**config.mk**
```make
export PLATFORM = sky130hd
export DESIGN_NAME = v2k_typedef_yee_pixel_pipe
export DESIGN_NICKNAME = d
export VERILOG_FILES = /design/src/rtl/v2k_typedef_yee_pixel_pipe.sv
export SDC_FILE = /design/constraint.sdc
export NUM_CORES = 1
export LEC_CHECK = 0
export CORE_ASPECT_RATIO = 1.2
export CORE_MARGIN = 2
export CORE_UTILIZATION = 23
export CTS_BUF_LIST = sky130_fd_sc_hd__clkbuf_16
export DETAILED_ROUTE_END_ITERATION = 6
export DONT_BUFFER_PORTS = 1
export GPL_TIMING_DRIVEN = 0
export HOLD_SLACK_MARGIN = 0.1
export RECOVER_POWER = 50
export SLEW_MARGIN = 30
export SYNTH_ARGS = -nofsm -noshare
export SYNTH_HDL_FRONTEND = slang
export SYNTH_SLANG_ARGS = --single-unit
```
**constraint.sdc**
```tcl
create_clock -name cp -period 6.49 [get_ports cp]
set_input_delay 1.947 -clock cp [delete_from_list [all_inputs] [get_ports cp]]
set_output_delay 1.947 -clock cp [all_outputs]
set_load 0.005 [all_outputs]
```
**src/rtl/v2k_typedef_yee_pixel_pipe.sv**
```systemverilog
// Elastic pixel stage: DEPTH-entry register FIFO with valid/ready on both sides,
// per-pixel channel reversal at write, line-length measurement and stall watchdog.
module v2k_typedef_yee_pixel_pipe #(
  parameter int CH_WIDTH = 8,
  parameter int CHANNELS = 3,
  parameter int DEPTH    = 4,
  localparam int PW      = CHANNELS * CH_WIDTH,
  localparam int LW      = $clog2(DEPTH + 1),
  localparam int AW      = $clog2(DEPTH)
) (
  input  logic          cp,
  input  logic          reset,
  input  logic          in_valid,
  output logic          in_ready,
  input  logic [PW-1:0] in_pixel,
  input  logic          in_last,
  input  logic          swap_en,
  input  logic          clear,
  output logic          out_valid,
  input  logic          out_ready,
  output logic [PW-1:0] out_pixel,
  output logic          out_last,
  output logic [LW-1:0] level,
  output logic [15:0]   line_len,
  output logic          line_done,
  output logic          overflow
);

  function automatic logic [PW-1:0] swap_ch(input logic [PW-1:0] p);
    logic [PW-1:0] r;
    r = '0;
    for (int k = 0; k < CHANNELS; k++) begin
      r[k*CH_WIDTH +: CH_WIDTH] = p[(CHANNELS-1-k)*CH_WIDTH +: CH_WIDTH];
    end
    return r;
  endfunction

  function automatic logic [15:0] sat_inc16(input logic [15:0] v);
    return (v == 16'hFFFF) ? v : v + 16'd1;
  endfunction

  logic [PW:0]   mem [DEPTH];
  logic [AW-1:0] wr_ptr;
  logic [AW-1:0] rd_ptr;
  logic [LW-1:0] level_nxt;
  logic [15:0]   cnt;
  logic [7:0]    stall_cnt;
  logic          push;
  logic          pop;
  logic [PW:0]   head;

  assign push = in_valid & in_ready;
  assign pop  = out_valid & out_ready;

  always_comb begin
    level_nxt = level;
    case ({push, pop})
      2'b10:   level_nxt = level + LW'(1);
      2'b01:   level_nxt = level - LW'(1);
      default: level_nxt = level;
    endcase
  end

  // Write stage: data storage carries no reset; swap is folded in here.
  always_ff @(posedge cp) begin
    if (push && !clear) begin
      mem[wr_ptr] <= {in_last, swap_en ? swap_ch(in_pixel) : in_pixel};
    end
  end

  // Occupancy and handshake flags are registered from the next level.
  always_ff @(posedge cp or negedge reset) begin
    if (!reset) begin
      wr_ptr    <= '0;
      rd_ptr    <= '0;
      level     <= '0;
      in_ready  <= 1'b0;
      out_valid <= 1'b0;
    end else if (clear) begin
      wr_ptr    <= '0;
      rd_ptr    <= '0;
      level     <= '0;
      in_ready  <= 1'b1;
      out_valid <= 1'b0;
    end else begin
      if (push) wr_ptr <= wr_ptr + AW'(1);
      if (pop)  rd_ptr <= rd_ptr + AW'(1);
      level     <= level_nxt;
      in_ready  <= (level_nxt != LW'(DEPTH));
      out_valid <= (level_nxt != '0);
    end
  end

  always_ff @(posedge cp or negedge reset) begin
    if (!reset) begin
      cnt       <= '0;
      line_len  <= '0;
      line_done <= 1'b0;
    end else if (clear) begin
      cnt       <= '0;
      line_done <= 1'b0;
    end else begin
      line_done <= 1'b0;
      if (push) begin
        if (in_last) begin
          line_len  <= sat_inc16(cnt);
          line_done <= 1'b1;
          cnt       <= '0;
        end else begin
          cnt <= sat_inc16(cnt);
        end
      end
    end
  end

  // Watchdog: overflow latches once the stall outlasts 255 cycles.
  always_ff @(posedge cp or negedge reset) begin
    if (!reset) begin
      stall_cnt <= '0;
      overflow  <= 1'b0;
    end else if (clear) begin
      stall_cnt <= '0;
      overflow  <= 1'b0;
    end else if (in_valid && !in_ready) begin
      if (stall_cnt == 8'hFF) overflow <= 1'b1;
      else                    stall_cnt <= stall_cnt + 8'd1;
    end else begin
      stall_cnt <= '0;
    end
  end

  // Read stage: head is gated so reset and empty present zeros, never stale data.
  assign head      = mem[rd_ptr];
  assign out_pixel = out_valid ? head[PW-1:0] : '0;
  assign out_last  = out_valid ? head[PW]     : 1'b0;

endmodule

```
==> impl_metrics.py <==
metrics = {
    "pwr": {
        "p_leak_nw": 2.69,
        "swShare": 0.273,
        "power_density_nw_per_um2": 305,
        "intPower_w": 0.00172,
        "power_w": 0.00237,
        "p_seq_frac": 0.475,
        "peakVddDrop_uv": 132,
        "power.share.combinational": 0.115,
        "netSwitchingPower_w": 0.000647,
        "clockPowerShare": 0.410,
    },
    "worst_setup_path": {
        "cp_max_fo": 10,
        "worst_setup_path_start_kind": "flop",
        "reg2reg_slack_ps": 3800,
        "rr_worst_depth": 3,
        "slowest_delay_ps": 590,
        "path_buf_inv": 2,
        "slowest_stage": "buf_1",
        "path_class": "flop to output pin",
        "regToRegEndpoint": "mem[0][12]",
        "cp-end-kind": "output pin",
        "critPathArrivalTime_ps": 2370,
        "path_delay_family": "buffers and inverters",
        "cp.required_ps": 4540,
        "worstPathCellList": "clkbuf_1, buf_1, mux4_2, and2_1",
        "r2r-start": "in_ready",
    },
    "yosys": {
        "synth_cell_type_count": 55,
        "async_reset_ff_frac": 0.338,
        "synth_edf_count": 100,
        "synth.cell_area_um2": 6700,
        "syn_avg_cell_area_um2": 14.4,
        "ys_seq_area_frac": 0.638,
        "syn-instance-count": 466,
        "ys.warnings.count": 0,
        "synthesis.nets": 505,
        "synth-seq-cells": 151,
        "synth_flop_cell": "edfxtp_1",
    },
    "die": {
        "std_cell_rows": 68,
        "num_io_pins": 79,
        "core_um2": 28800,
        "die_y_um": 191,
        "start_util": 0.233,
        "dieWidth_um": 160,
        "die_area_um2": 30500,
    },
    "min_path": {
        "whs_path_depth": 1,
        "worstHoldStart": "stall_cnt[6]",
        "min_to": "stall_cnt[6]",
        "min_path_type": "flop to flop",
    },
    "sta": {
        "fmax_mhz": 232,
        "finalSetupViolCount": 0,
        "grt_setup_unrepaired": "no",
        "skew_ps": 15.4,
        "fin_crit_ps": 4310,
        "slew_headroom": 0.0108,
        "period_share": 0.665,
        "tns_ps": 0,
        "hold_viol": 0,
        "tightestPinTransition_ps": 1480,
        "slew_viol_final": 0,
    },
    "clock_network": {
        "cts_tree": "done",
        "clock_path_buffers": 2,
        "cts_root_buf": "clkbuf_16",
        "post_cts_resized": 0,
        "insertion_delay_ps": 440,
        "htree_levels": 4,
        "numCtsBuffers": 17,
        "post_cts_buffers": 0,
        "clkTransAtPathRegs_ps": 60,
        "hold_buffers": 0,
        "cts.sinks": 151,
    },
    "global_routing": {
        "grt_usage": 0.102,
        "antenna_found_initial": 0,
        "grt_pass1_vias": 4088,
        "grt_first_pass_wirelength_um": 23700,
        "grt_max_degree": 52,
        "overflow": 0,
    },
    "detailed_routing": {
        "route.vias.total": 3993,
        "final_antenna_net_count": 0,
        "drt_iter0_drc": 248,
        "routed_via_density": 4.52,
        "routed_wl_um": 15000,
        "first_pass_iters": 6,
        "wl_per_cell_um": 17.0,
        "drc_errors": 0,
    },
    "layout": {
        "antennaDiodeCount": 0,
        "fin_nets": 525,
        "syn_to_final_growth_pct": 15.9,
        "layout-drive-gt1-share": 0.176,
    },
    "placement": {
        "portBuffers": 0,
        "dp_hpwl_um": 10100,
        "gp_congestion": 0.816,
    },
    "status": {
        "status": "finished clean",
    },
    "run": {
        "cap_violations": 0,
    },
}
[cell families after synthesis]
logic type / synth area share
adder cells (fa/ha/maj): 0.0161
flip-flops: 0.638
buffers and inverters: 0.0202
AND/OR/NAND/NOR: 0.114
XOR/XNOR: 0.0170
multiplexers: 0.117
AO/OA/AOI/OAI: 0.0778
[how the worst max path moves through the flow]
stage | startpoint | endpoint | depth (start not counted)
2_1_floorplan | out_ready | in_ready | 8
3_5_place_dp | rd_ptr[1] | out_pixel[13] | 4
5_1_grt | rd_ptr[1] | out_pixel[4] | 4
3_3_place_gp | rd_ptr[1] | out_pixel[12] | 4
6_report | rd_ptr[1] | out_pixel[4] | 4
4_1_cts | rd_ptr[1] | out_pixel[13] | 4
[stage by stage]
step	instances	cell area, um^2	utilization	hold slack (ps)	setup WS (ps)
after floorplan	466	6700	-	463	2970
after global placement	851	7190	0.250	498	2650
after detailed placement	852	7210	0.251	504	2600
after CTS	884	7790	0.271	519	2130
after global routing	884	7770	0.270	547	2070
final	884	7770	0.270	516	2180
[layer usage]
| layer | global-route usage | vias up | share of wire |
|---|---|---|---|
| li1 | - | 1833 | - |
| met5 | 0 | - | 0 |
| met3 | 0.0412 | 14 | 0.074 |
| met4 | 0.0319 | 0 | 0.013 |
| met1 | 0.124 | 2026 | 0.44 |
| met2 | 0.167 | 120 | 0.48 |
[area by class of cell]
class / instances / area, um^2
clock inverters: 15 / 154
clock buffers: 17 / 425
repair buffers: 1 / 3.75
inverters: 11 / 41.3
multi-input cells: 281 / 2290
plain buffers: 23 / 93.8
well taps: 385 / 482
flip-flops and latches: 151 / 4280
fillers: 2993 / 21000
[Yosys cell counts, types with 7 or more instances]
library cell	n	area [um^2]
clkbuf_1	14	52.6
a21oi_1	13	65.1
dfrtp_1	51	1280
nand2_1	31	116
mux4_2	25	563
and3_1	7	43.8
mux2_2	17	191
nor2_1	22	82.6
nor3_1	8	40.0
inv_1	11	41.3
and2_1	31	194
edfxtp_1	100	3000
xnor2_1	9	78.8
ha_1	7	87.6
o21ai_0	20	100
a31oi_1	19	119
[state kept, by name, summed over array words and instances, names as in the netlist]
name / count
cnt: 16
in_ready: 1
level: 3
line_done: 1
line_len: 16
mem: 100
out_valid: 1
overflow: 1
rd_ptr: 2
stall_cnt: 8
wr_ptr: 2
[cells in the final DEF, fill, tap and decap left out, drive strengths merged, types with 2 or more instances in the layout]
master,instances
xnor2,9
a2bb2oi,3
a21oi,13
or3,5
nor3,9
buf,7
dfrtp,51
nand2b,2
mux2i,3
clkbuf,34
a31oi,19
a21o,2
and2,31
edfxtp,100
mux2,17
xor2,4
or4,2
o21bai,2
o211ai,3
inv,19
nor2b,4
and3,8
nand4,8
nor4,3
mux4,25
nor2,22
nand2,31
nand3,6
ha,7
o21ai,20
o31ai,4
and4,4
clkinv,6
o2bb2ai,2
[power by group through the flow]
| stage | clock [W] | combinational, W | sequential, W |
|---|---|---|---|
| 3_3_place_gp | 0 | 0.000277 | 0.00115 |
| 3_5_place_dp | 0 | 0.000283 | 0.00115 |
| 4_1_cts | 0.000993 | 0.000284 | 0.00113 |
| 6_report | 0.000970 | 0.000272 | 0.00113 |
| 5_1_grt | 0.00104 | 0.000305 | 0.00113 |
| 2_1_floorplan | 0 | 0.000215 | 0.00113 |
Power figures use the tool's default switching activity.
